**src/rtl/fpu_pkg.sv**
```systemverilog
// Shared types and constants for the FP adder scheduler.
package fpu_pkg;

  // Scheduler FSM: wait for a request, strobe the adder, hold the result.
  typedef enum logic [1:0] {
    IDLE = 2'b00,
    EXEC = 2'b01,
    HOLD = 2'b10
  } state_t;

  // IEEE-754 single-precision word width.
  localparam int FP_W = 32;

  // Requester identifiers carried on resp_id.
  localparam logic REQ_ID0 = 1'b0;
  localparam logic REQ_ID1 = 1'b1;

endpackage

```
**src/rtl/rr_arb2.sv**
```systemverilog
// Two-way round-robin arbiter: one-hot grant from two valids, pointer moves on update.
module rr_arb2 (
  input  logic       clk,
  input  logic       rst_n,
  input  logic [1:0] valid,
  input  logic       update,
  output logic [1:0] grant
);

  // prio_r = 1 means port 1 wins a tie, 0 means port 0 wins.
  logic prio_r;

  // Grant selection: a lone valid always wins, a tie goes to the favoured port.
  always_comb begin
    grant = 2'b00;
    case (valid)
      2'b01:   grant = 2'b01;
      2'b10:   grant = 2'b10;
      2'b11:   grant = prio_r ? 2'b10 : 2'b01;
      default: grant = 2'b00;
    endcase
  end

  // Pointer update: after a granted transfer, favour the other port.
  always_ff @(posedge clk or negedge rst_n) begin
    if (!rst_n) begin
      prio_r <= 1'b0;
    end else if (update) begin
      prio_r <= grant[0];
    end else begin
      prio_r <= prio_r;
    end
  end

endmodule

```
**src/rtl/fpu_add_scheduler.sv**
```systemverilog
// Shares one external combinational FP adder between two requesters,
// returning results on a single response channel tagged with the requester id.
module fpu_add_scheduler
  import fpu_pkg::*;
#(
  parameter int CNT_W = 16,
  parameter int FP_W  = fpu_pkg::FP_W
) (
  input  logic             clk,
  input  logic             rst_n,
  input  logic             req0_valid,
  output logic             req0_ready,
  input  logic [FP_W-1:0]  req0_data1,
  input  logic [FP_W-1:0]  req0_data2,
  input  logic             req1_valid,
  output logic             req1_ready,
  input  logic [FP_W-1:0]  req1_data1,
  input  logic [FP_W-1:0]  req1_data2,
  output logic             resp_valid,
  input  logic             resp_ready,
  output logic [FP_W-1:0]  resp_data,
  output logic             resp_id,
  output logic             resp_ok,
  output logic [FP_W-1:0]  add_data1,
  output logic [FP_W-1:0]  add_data2,
  output logic             add_in_valid,
  input  logic [FP_W-1:0]  add_data_out,
  input  logic             add_out_valid,
  output logic             busy,
  output logic [CNT_W-1:0] op_count
);

  state_t            state_r;
  state_t            state_nx_s;
  logic [1:0]        grant_s;
  logic              hs0_s;
  logic              hs1_s;
  logic              hs_s;
  logic [FP_W-1:0]   op1_r;
  logic [FP_W-1:0]   op2_r;
  logic              id_r;
  logic [FP_W-1:0]   resp_data_r;
  logic              resp_ok_r;
  logic              resp_valid_r;
  logic              add_in_valid_r;
  logic              busy_r;
  logic [CNT_W-1:0]  op_count_r;

  rr_arb2 u_arb (
    .clk    (clk),
    .rst_n  (rst_n),
    .valid  ({req1_valid, req0_valid}),
    .update (hs_s),
    .grant  (grant_s)
  );

  assign req0_ready = (state_r == IDLE) && grant_s[0];
  assign req1_ready = (state_r == IDLE) && grant_s[1];
  assign hs0_s      = req0_valid && req0_ready;
  assign hs1_s      = req1_valid && req1_ready;
  assign hs_s       = hs0_s || hs1_s;

  assign add_data1    = op1_r;
  assign add_data2    = op2_r;
  assign add_in_valid = add_in_valid_r;
  assign resp_valid   = resp_valid_r;
  assign resp_data    = resp_data_r;
  assign resp_id      = id_r;
  assign resp_ok      = resp_ok_r;
  assign busy         = busy_r;
  assign op_count     = op_count_r;

  // Next-state logic: EXEC is a single cycle, HOLD waits for the consumer.
  always_comb begin
    state_nx_s = state_r;
    case (state_r)
      IDLE: begin
        if (hs_s) state_nx_s = EXEC;
        else      state_nx_s = IDLE;
      end
      EXEC: state_nx_s = HOLD;
      HOLD: begin
        if (resp_ready) state_nx_s = IDLE;
        else            state_nx_s = HOLD;
      end
      default: state_nx_s = IDLE;
    endcase
  end

  // State register with status outputs registered from the next state.
  always_ff @(posedge clk or negedge rst_n) begin
    if (!rst_n) begin
      state_r        <= IDLE;
      resp_valid_r   <= 1'b0;
      add_in_valid_r <= 1'b0;
      busy_r         <= 1'b0;
    end else begin
      state_r        <= state_nx_s;
      resp_valid_r   <= (state_nx_s == HOLD);
      add_in_valid_r <= (state_nx_s == EXEC);
      busy_r         <= (state_nx_s != IDLE);
    end
  end

  // Operand capture: only a handshake loads operands and requester id.
  always_ff @(posedge clk or negedge rst_n) begin
    if (!rst_n) begin
      op1_r <= {FP_W{1'b0}};
      op2_r <= {FP_W{1'b0}};
      id_r  <= REQ_ID0;
    end else if (hs0_s) begin
      op1_r <= req0_data1;
      op2_r <= req0_data2;
      id_r  <= REQ_ID0;
    end else if (hs1_s) begin
      op1_r <= req1_data1;
      op2_r <= req1_data2;
      id_r  <= REQ_ID1;
    end else begin
      op1_r <= op1_r;
      op2_r <= op2_r;
      id_r  <= id_r;
    end
  end

  // Result capture in EXEC; the value then stays frozen through HOLD.
  always_ff @(posedge clk or negedge rst_n) begin
    if (!rst_n) begin
      resp_data_r <= {FP_W{1'b0}};
      resp_ok_r   <= 1'b0;
    end else if (state_r == EXEC) begin
      resp_data_r <= add_data_out;
      resp_ok_r   <= add_out_valid;
    end else begin
      resp_data_r <= resp_data_r;
      resp_ok_r   <= resp_ok_r;
    end
  end

  // Completed-response counter, wraps naturally at 2^CNT_W.
  always_ff @(posedge clk or negedge rst_n) begin
    if (!rst_n) begin
      op_count_r <= {CNT_W{1'b0}};
    end else if ((state_r == HOLD) && resp_ready) begin
      op_count_r <= op_count_r + {{(CNT_W-1){1'b0}}, 1'b1};
    end else begin
      op_count_r <= op_count_r;
    end
  end

endmodule

```
**config.mk**
```make
export PLATFORM = sky130hd
export DESIGN_NAME = fpu_add_scheduler
export DESIGN_NICKNAME = d
export VERILOG_FILES = /design/src/rtl/fpu_pkg.sv /design/src/rtl/rr_arb2.sv /design/src/rtl/fpu_add_scheduler.sv
export SDC_FILE = /design/constraint.sdc
export NUM_CORES = 1
export LEC_CHECK = 0
export ABC_AREA = 1
export BUFFER_PORTS_ARGS = -buffer_cell sky130_fd_sc_hd__buf_2
export CAP_MARGIN = 30
export CELL_PAD_IN_SITES_DETAIL_PLACEMENT = 0
export CELL_PAD_IN_SITES_GLOBAL_PLACEMENT = 2
export CORE_ASPECT_RATIO = 0.7
export CORE_MARGIN = 5
export CORE_UTILIZATION = 22
export DETAILED_ROUTE_END_ITERATION = 16
export GPL_TIMING_DRIVEN = 0
export PLACE_DENSITY_LB_ADDON = 0.1
export SYNTH_ARGS = -nofsm -noshare
export SYNTH_HDL_FRONTEND = slang
export SYNTH_SLANG_ARGS = --single-unit
```
**constraint.sdc**
```tcl
create_clock -name clk -period 1.3 [get_ports clk]
set_input_delay 0.26 -clock clk [delete_from_list [all_inputs] [get_ports clk]]
set_output_delay 0.26 -clock clk [all_outputs]
set_load 0.03 [all_outputs]
```
Yosys cells after proc, flatten, opt, wreduce, memory -nomap -nowiden
Cells that the tools add are included.
{"block": "classes", "addsub": 1, "n_eq_ne": 7, "mux": 11, "reduce_logical": 9}
{"operator": "32-bit 2-to-1 mux", "count": 4}
{"operator": "16-bit by 1-bit adder with 16-bit output (second input constant)", "count": 1}
{"operator": "2-bit one-hot mux with 3 select lines", "count": 2}
{"operator": "2-bit == test (second input constant)", "count": 4}
{"operator": "2-bit by 1-bit == test with 1-bit output (second input constant)", "count": 3}
{"operator": "1-bit logical AND", "count": 5}
{"operator": "2-bit 2-to-1 mux", "count": 2}
{"operator": "2-bit nonzero test", "count": 2}
{"operator": "1-bit 2-to-1 mux", "count": 3}
{"operator": "2-bit logical NOT", "count": 1}
{"operator": "1-bit logical OR", "count": 1}
{"block": "word_totals", "register_bits": 120, "input_bits": 166, "out_inout_bits": 119, "word_cells": 39}

Depth between registers and ports, before layout
Gate-level depths: netlist of run 1.
{"block": "logic_depth", "word_depth": 8, "mapped_depth": 8, "mapped_depth_nobuf": 8}

Cells and area by module
From an unflattened synthesis of run 1, not the netlist that was laid out.
{"block": "hier_totals", "cells_unflattened": 617, "area_unflattened_um2": 5625.4}
{"module": "fpu_add_scheduler", "instances": 1, "cells_each": 608, "area_each_um2": 5562.8, "seq_area_each_um2": 2977.9}
{"module": "rr_arb2", "instances": 1, "cells_each": 9, "area_each_um2": 62.6, "seq_area_each_um2": 25.0}

Least setup slack after synthesis of run 1
No wires, ideal clock.
{"block": "synth_timing", "kind": "reg2out", "startpoint": "reg state_r[1]", "endpoint": "out req1_ready", "arrival_ps": 1281, "required_time_ps": 1040, "path_slack_ps": -241, "path_stages_with_launch": 8, "path_buffers": 2, "path_cell_list": "dfrtp_1 -> nor2_1 -> o21ai_2 -> inv_2 -> buf_4 -> buf_2 -> nand2_1 -> inv_1"}
{"block": "synth_between", "elab_chain_len": 2}
{"item": "start: declaration", "line_no": "fpu_add_scheduler.sv:33", "rtl": "state_t state_r;"}
{"item": "start signal: assignment", "line_no": "fpu_add_scheduler.sv:98", "rtl": "state_r <= state_nx_s;"}
{"item": "2-bit logical NOT", "line_no": "fpu_add_scheduler.sv:58", "rtl": "assign req1_ready = (state_r == IDLE) && grant_s[1];"}
{"item": "1-bit logical AND", "line_no": "fpu_add_scheduler.sv:58"}
{"item": "end: declaration", "line_no": "fpu_add_scheduler.sv:16", "rtl": "output logic req1_ready,"}
No other way between the ends.

Final worst setup path of run 1
{"block": "layout_timing", "startpoint": "reg state_r[0]", "endpoint": "out req1_ready"}
The elaborated chain is that of the path after synthesis.

==> results.json, run 1 <==
{
  "status": "finished with violations",
  "violations": "setup timing",
  "clkSlewWorstSetupHoldPaths_ns": 0.07,
  "grt_pass1_vias": 5324,
  "clock-skew-final_ns": 0.0178,
  "worstPathCellList": "nor2_4 > o21ai_4 > inv_2 > buf_8 > buf_8 > nand2_4 > inv_2 > buf_6",
  "grt-ovfl-total": 0,
  "dpl_cell_area_um2": 7030,
  "dieArea_um2": 26600,
  "path_max_fanout": 4,
  "cts_buffer_depth": 2,
  "cpMaxStageDelayCell": "dfrtp_1",
  "synthToLayoutAreaGrowth_pct": 75.5,
  "h-tree-depth": 4,
  "layout.cells.most_common_list": "buf_2, dfrtp_1, nand2_1, o21ai_1, buf_4",
  "grt_pass1_wl_um": 30400,
  "synthTopCellsByArea": "dfrtp_1, mux2_2, nand2_1",
  "numCtsBuffers": 17,
  "design_area_um2": 9020,
  "p_per_area_nw_per_um2": 2650,
  "die_h_um": 138,
  "drv_cap": 0,
  "fillers": 2376,
  "max_stage_delay_ns": 0.42,
  "insertion_delay_ns": 0.42,
  "via_count": 5135,
  "synth_nets": 704,
  "total_leakage_power_nw": 4.43,
  "hold_viol_final": 0,
  "ys_ff_latch": 120,
  "initial_core_util": 0.225,
  "ir_worst_vdd_mv": 0.885,
  "drt_wl_total_um": 20800,
  "dr.pass1.iters": 4,
  "worstSetupPathType": "reg -> out",
  "rsz0062_at_grt": "true",
  "nets": 1065,
  "worst_ep_arrival_time_ns": 1.62,
  "synth.distinct_cells": 24,
  "ys_warn_count": 0,
  "fmax_mhz": 531,
  "layout-drive-gt1-share": 0.576,
  "viasPerCell": 4.19,
  "drt_iter0_drc": 134,
  "dp_hpwl_um": 14600,
  "core_area_um2": 22800,
  "rows": 46,
  "route.detailed.drc": 0,
  "synth_top_cell_by_area": "dfrtp_1",
  "cp-end-kind": "primary output",
  "whs_ns": 0.0738,
  "dp_worst_setup_slack_ns": -0.664,
  "avgRoutedWirePerCell_um": 17.0,
  "die_x_um": 193,
  "place_congestion": 0.763,
  "fin_util": 0.396,
  "fin_crit_sh": 1.45,
  "slew_headroom": 0.640,
  "fin_ws_ns": -0.584,
  "worstMarginPinSlew_ns": 0.540,
  "layout_commonest_cell": "buf_2",
  "postSynthCellCount": 537,
  "worstHoldPathType": "in -> reg",
  "antenna_found_initial": 4,
  "netlist_area_um2": 5140,
  "ioPinCount": 285,
  "synth_top_cell_area_share": 0.585,
  "startpoint_type": "register",
  "power.total_mw": 23.9,
  "worstPathRequired_ns": 1.04,
  "avgSynthCellArea_um2": 9.57,
  "cts.sinks": 120,
  "drv_slew": 0,
  "antenna_left": 0,
  "min_period_ns": 1.88,
  "cts_tree": "built",
  "clock-root-buffer": "clkbuf_16",
  "grt_max_degree": 93,
  "io_buffers": 284,
  "ys_seq_area_frac": 0.585,
  "track_usage": 0.149,
  "setup_viol": 70
}
report_power, final:
group / total, mW / leakage, nW / internal, mW / switching, mW
clock: 4.93 / 0.302 / 3.09 / 1.85
combinational: 12.6 / 2.68 / 4.97 / 7.62
sequential: 6.34 / 1.45 / 5.44 / 0.899
total: 23.9 / 4.43 / 13.5 / 10.4
routing by layer:
| metal | track usage | routed length [um] |
|---|---|---|
| met3 | 0.0589 | 1770 |
| met1 | 0.191 | 8850 |
| met5 | 0 | 61 |
| met4 | 0.0344 | 204 |
| met2 | 0.239 | 9880 |
what timing repair did:
item                                    in CTS  in global routing
gates cloned                                 6                  4
pin swaps                                   30                 38
setup buffers                               36                 18
hold buffers                                 1                  0
gates resized for setup                    135                131
endpoints found under the setup margin     119                113
endpoints found under the hold margin       28                  0
Yosys cell counts:
cell and number:
a21oi_1 28, and2_1 1, buf_2 11, buf_4 8, clkbuf_1 12, dfrtp_1 120, ha_1 1, inv_1 15
inv_2 1, mux2_2 33, nand2_1 98, nand2_2 1, nand3_1 9, nand3_2 1, nand4_1 4, nor2_1 76
nor2_2 2, nor2_4 1, nor3_1 2, o21ai_0 61, o21ai_1 40, o21ai_2 1, xnor2_1 5, xor2_1 6
path summary, 6_finish.rpt:
kind                            endpoint  slack (ns)        startpoint  cells after the start
setup / recovery              req1_ready       -0.58        state_r[0]                      8
hold / removal             resp_data[28]        0.07  add_data_out[28]                      2
setup reg to reg           add_data1[23]       -0.41        state_r[0]                     11
hold reg to reg                  resp_id        0.48           resp_id                      2
max in group asynchronous    op_count[0]        0.18             rst_n                      3
min in group asynchronous  add_data1[27]        0.28             rst_n                      2
cell type report:
cell class | count | area (um2) | share of cell area
sequential | 120 | 3010 | 0.334
antenna | 2 | 5.00 | 0.000555
tap | 312 | 390 | 0.0433
clock inverter | 13 | 170 | 0.0189
timing repair buffer | 341 | 2200 | 0.244
buffer | 31 | 359 | 0.0398
clock buffer | 19 | 443 | 0.0491
multi-input combinational | 371 | 2370 | 0.263
inverter | 16 | 62.6 | 0.00694
sequential cells by signal, summed over array words and instances (netlist names):
| signal | cells |
|---|---|
| add_data1 | 32 |
| add_data2 | 32 |
| add_in_valid | 1 |
| busy | 1 |
| op_count | 16 |
| resp_data | 32 |
| resp_id | 1 |
| resp_ok | 1 |
| resp_valid | 1 |
| state_r | 2 |
| u_arb.prio_r | 1 |
worst max-delay path: cells and delay by family, from the launching register on:
kind | cells | cell delay (ns)
buffers and inverters | 5 | 0.45
flip-flops | 1 | 0.42
AND/OR/NAND/NOR | 2 | 0.23
AO/OA/AOI/OAI | 1 | 0.11
metrics by stage:
| step | instances | setup TNS [ns] |
|---|---|---|
| 2_1_floorplan | 537 | -0.0568 |
| 3_3_place_gp | 1133 | -243.49 |
| 3_5_place_dp | 1134 | -34.43 |
| 4_1_cts | 1209 | -29.07 |
| 5_1_grt | 1223 | -23.17 |
| 6_report | 1225 | -18.51 |
kinds of logic after synthesis:
family	Yosys count	synth area share
fa+ha+maj	1	0.00244
compound gates	130	0.127
flops	120	0.585
xor+xnor	11	0.0188
simple gates	195	0.152
buf+inv	47	0.0429
mux	33	0.0723
No activity file was read; power rests on OpenSTA's default activity.
==> inputs of run 2 (changes only) <==
--- a/config.mk
+++ b/config.mk
@@ -16,6 +16,8 @@
 export DETAILED_ROUTE_END_ITERATION = 16
 export GPL_TIMING_DRIVEN = 0
 export PLACE_DENSITY_LB_ADDON = 0.1
+export SLEW_MARGIN = 15
 export SYNTH_ARGS = -nofsm -noshare
 export SYNTH_HDL_FRONTEND = slang
 export SYNTH_SLANG_ARGS = --single-unit
+export TNS_END_PERCENT = 30
==> results.json, run 2 (synthesis gave the netlist of run 1 again) <==
{
  "rr_startpoint": "state_r[1]",
  "worstMarginPinSlew_ns": 0.552,
  "dieArea_um2": 26600,
  "avgRoutedWirePerCell_um": 16.7,
  "rsz0062_at_grt": "true",
  "ir_worst_vdd_mv": 0.943,
  "ioPinCount": 285,
  "dp_hpwl_um": 14400,
  "core_area_um2": 22800,
  "clock-skew-final_ns": 0.0144,
  "cp-endpoint": "req1_ready",
  "cts_tree": "built",
  "antenna_found_initial": 4,
  "layout-drive-gt1-share": 0.542,
  "worst_ep_arrival_time_ns": 1.62,
  "grt_pass1_vias": 5246,
  "cpMaxStageDelayCell": "dfrtp_2",
  "dpl_cell_area_um2": 7020,
  "dr.pass1.iters": 4,
  "initial_core_util": 0.225,
  "worstSetupPathType": "reg -> out",
  "total_leakage_power_nw": 4.19,
  "setup_tns_ns": -21.05,
  "io_buffers": 284,
  "fin_cells": 1195,
  "drt_wl_total_um": 20000,
  "regArea_um2": 3020,
  "status": "finished with violations",
  "path_max_fanout": 4,
  "fillers": 2377,
  "power.total_mw": 22.8,
  "cts_buffer_depth": 2,
  "h-tree-depth": 4,
  "startpoint": "state_r[1]",
  "nets": 1036,
  "rows": 46,
  "fin_crit_sh": 1.45,
  "p_per_area_nw_per_um2": 2660,
  "reg2regPathDepth": 11,
  "clock-root-buffer": "clkbuf_16",
  "clkSlewWorstSetupHoldPaths_ns": 0.06,
  "drt_iter0_drc": 169,
  "antenna_left": 0,
  "violations": "setup timing",
  "slew_headroom": 0.632,
  "synthToLayoutAreaGrowth_pct": 67.2,
  "die_h_um": 138,
  "numCtsBuffers": 17,
  "layout.cells.most_common_list": "buf_2, dfrtp_1, nand2_1, nor2_1, o21ai_1",
  "cts.sinks": 120,
  "min_period_ns": 1.88,
  "viasPerCell": 4.20,
  "startpoint_type": "register",
  "design_area_um2": 8590,
  "track_usage": 0.146,
  "insertion_delay_ns": 0.43,
  "grt-ovfl-total": 0,
  "placed_cells": 1134,
  "fin_ws_ns": -0.585,
  "grt_max_degree": 72,
  "reg2reg_slack_ns": -0.41,
  "setup_viol": 99,
  "r2r-end": "add_data2[4]",
  "route.detailed.drc": 0,
  "max_stage_delay_ns": 0.43,
  "drv_cap": 0,
  "grt_pass1_wl_um": 29700,
  "via_count": 5017,
  "fmax_mhz": 531,
  "layout_commonest_cell": "buf_2",
  "worstHoldPathType": "in -> reg",
  "worstPathRequired_ns": 1.04,
  "drv_slew": 0,
  "hold_viol_final": 0,
  "worstPathCellList": "nor2_4 > o21ai_4 > inv_2 > buf_8 > buf_8 > nand2_4 > inv_2 > buf_6",
  "place_congestion": 0.762,
  "multi_input_comb_area_um2": 2210,
  "die_x_um": 193,
  "cp-end-kind": "primary output"
}
[run 2: worst min path at each step]
| stage | start | end | slack (ns) | depth (start not counted) |
|---|---|---|---|---|
| detailed placement | rst_n | add_data1[24] | 0.26 | 1 |
| floorplan | rst_n | add_data1[0] | -0.04 | 0 |
| global placement | add_data1[7] | add_data1[7] | 0.46 | 2 |
| CTS | add_data_out[19] | resp_data[19] | 0.05 | 2 |
| global route | add_data_out[9] | resp_data[9] | 0.06 | 2 |
| finish | add_data_out[19] | resp_data[19] | 0.07 | 2 |
[run 2: through the flow]
step / hold slack (ns) / setup WS, ns / utilization
final: 0.0658 / -0.585 / 0.377
after global routing: 0.0553 / -0.661 / 0.377
after CTS: 0.0460 / -0.590 / 0.365
after detailed placement: 0.258 / -0.698 / 0.308
after global placement: 0.462 / -2.03 / 0.307
after floorplan: -0.0356 / -0.0568 / -
[run 2: repair_timing]
| action | 4_1_cts | 5_1_grt |
|---|---|---|
| gates resized for setup | 119 | 111 |
| endpoints found under the hold margin | 49 | 0 |
| setup buffers | 20 | 11 |
| hold buffers | 1 | 0 |
| cloned | 6 | 2 |
| endpoints found under the setup margin | 118 | 133 |
| pin swaps | 7 | 36 |
[run 2: where the power goes]
group          switching, mW  internal, mW  total [mW]
clock network           1.87          2.84        4.71
logic                   7.30          4.51        11.8
registers              0.893          5.44        6.33
total                   10.1          12.8        22.8
[run 2: final cells by class]
| type | instances | share of cell area |
|---|---|---|
| flip-flops and latches | 120 | 0.351 |
| multi-input cells | 370 | 0.258 |
| repair buffers | 314 | 0.234 |
| clock buffers | 19 | 0.0504 |
| well taps | 312 | 0.0454 |
| plain buffers | 30 | 0.0367 |
| clock inverters | 13 | 0.0169 |
| inverters | 16 | 0.00699 |
| diodes | 1 | 0.000291 |
[run 2: worst max-delay path, delay by kind of cell (launching register included)]
family / cells / cell delay (ns)
AO/OA/AOI/OAI: 1 / 0.11
buffers and inverters: 5 / 0.46
flip-flops: 1 / 0.43
AND/OR/NAND/NOR: 2 / 0.21
[run 2: per-layer routing]
| layer | part of all wire | global-route usage | vias up |
|---|---|---|---|
| li1 | - | - | 2450 |
| met1 | 0.42 | 0.187 | 2362 |
| met2 | 0.47 | 0.230 | 172 |
| met3 | 0.089 | 0.0574 | 27 |
| met4 | 0.014 | 0.0443 | 6 |
| met5 | 0.0014 | 0 | - |
==> inputs of run 3 (changes only) <==
--- a/config.mk
+++ b/config.mk
@@ -16,6 +16,7 @@
 export DETAILED_ROUTE_END_ITERATION = 16
 export GPL_TIMING_DRIVEN = 0
 export PLACE_DENSITY_LB_ADDON = 0.1
+export SKIP_CTS_REPAIR_TIMING = 1
 export SLEW_MARGIN = 15
 export SYNTH_ARGS = -nofsm -noshare
 export SYNTH_HDL_FRONTEND = slang
==> results.json, run 3 (synthesis gave the netlist of run 1 again) <==
{
  "p_comb_frac": 0.493,
  "io_buffers": 284,
  "worstSetupPathType": "reg -> out",
  "die_x_um": 193,
  "rsz0062_at_grt": "true",
  "fin_ws_ns": -0.606,
  "fillers": 2427,
  "fin_cells": 1180,
  "cts.sinks": 120,
  "fin_util": 0.353,
  "switching_share": 0.445,
  "place_congestion": 0.762,
  "cp-endpoint": "req1_ready",
  "reg2reg_slack_ns": -0.28,
  "min_period_ns": 1.91,
  "clock-root-buffer": "clkbuf_16",
  "p_seq_frac": 0.291,
  "layout-drive-gt1-share": 0.491,
  "layout.cells.most_common_list": "buf_2, dfrtp_1, nand2_1, nor2_1, o21ai_0",
  "pwr-share-clk": 0.216,
  "viasPerCell": 4.13,
  "track_usage": 0.140,
  "grt-ovfl-total": 0,
  "r2r-end": "add_data1[29]",
  "drt_wl_total_um": 19300,
  "cp-end-kind": "primary output",
  "layout_commonest_cell": "buf_2",
  "fmax_mhz": 525,
  "grt_pass1_vias": 5089,
  "avgRoutedWirePerCell_um": 16.3,
  "drv_cap": 0,
  "dieArea_um2": 26600,
  "setup_viol": 92,
  "drt_iter0_drc": 157,
  "die_h_um": 138,
  "grt_max_degree": 72,
  "fin_crit_sh": 1.47,
  "whs_ns": -0.209,
  "status": "finished with violations",
  "insertedDiodeCount": 0,
  "grt_pass1_wl_um": 28500,
  "worstHoldPathType": "in -> async",
  "route.detailed.drc": 0,
  "design_area_um2": 8060,
  "antenna_left": 0,
  "dp_hpwl_um": 14400,
  "reg2regPathDepth": 6,
  "initial_core_util": 0.225,
  "startpoint_type": "register",
  "p_per_area_nw_per_um2": 2690,
  "ioPinCount": 285,
  "cts_tree": "built",
  "worstMarginPinSlew_ns": 0.545,
  "placed_cells": 1134,
  "dpl_cell_area_um2": 7020,
  "synthToLayoutAreaGrowth_pct": 56.8,
  "slew_headroom": 0.637,
  "nets": 1022,
  "core_area_um2": 22800,
  "startpoint": "state_r[1]",
  "worst_ep_arrival_time_ns": 1.65,
  "violations": "hold timing, setup timing",
  "power.switching_mw": 9.65,
  "antenna_found_initial": 3,
  "via_count": 4877,
  "intPower_mw": 12.0,
  "clkSlewWorstSetupHoldPaths_ns": 0.06,
  "setup_tns_ns": -10.95,
  "hold_viol_final": 49,
  "h-tree-depth": 4,
  "numCtsBuffers": 17,
  "total_leakage_power_nw": 3.98,
  "cts_buffer_depth": 2,
  "clock-skew-final_ns": 0.0152,
  "path_max_fanout": 5,
  "insertion_delay_ns": 0.42,
  "rows": 46,
  "worstPathRequired_ns": 1.04,
  "dr.pass1.iters": 4,
  "ir_worst_vdd_mv": 0.960,
  "drv_slew": 0,
  "rr_startpoint": "state_r[1]"
}
[run 3: cell types whose count changed in the layout (fill, tap and decap cells not counted), sizes merged]
cell / change
buf: -9
bufbuf: -1
clkbuf: -3
diode: -1
dlygate4sd3: -1
[run 3: critical path, cell delays in order, from the launching register on]
cell     delay, ns
dfrtp_2       0.43
nor2_4        0.17
o21ai_4       0.11
inv_2         0.09
buf_8         0.11
buf_8         0.11
nand2_4       0.05
inv_2         0.05
buf_6         0.12
[run 3: per-stage QoR]
step	setup WS [ns]	hold WS [ns]	total power [mW]
after floorplan	-0.0568	-0.0356	12.9
after global placement	-2.03	0.462	16.2
after detailed placement	-0.698	0.258	16.3
after CTS	-1.16	-0.203	21.2
after global routing	-0.694	-0.187	23.2
final	-0.606	-0.209	21.7
[run 3: final cells by class]
type                    count  area [um2]  area share
multi-input cells         370        2040       0.254
inverters                  16        60.1     0.00746
clock inverters            13         145      0.0180
plain buffers              31         282      0.0349
repair buffers            299        1680       0.209
flip-flops and latches    120        3020       0.374
clock buffers              19         433      0.0537
well taps                 312         390      0.0485
[run 3: power by group through the flow]
stage          combinational (mW)  clock [mW]  sequential [mW]
2_1_floorplan                3.35           0             9.56
3_3_place_gp                 9.91           0             6.30
3_5_place_dp                 10.0           0             6.35
4_1_cts                      10.0        4.85             6.31
5_1_grt                      11.6        5.03             6.54
6_report                     10.7        4.68             6.32
[run 3: worst min-delay path by stage]
stage                         end  slack [ns]
floorplan            add_data1[0]       -0.04
global placement     add_data1[7]        0.46
detailed placement  add_data1[24]        0.26
CTS                 add_data1[24]       -0.20
global route        add_data1[24]       -0.19
finish              add_data1[24]       -0.21
[run 3: layer usage]
metal  share of wire  global-route usage
met2            0.46               0.218
met3            0.10              0.0654
met1            0.42               0.175
met4           0.012              0.0420
met5          0.0015                   0
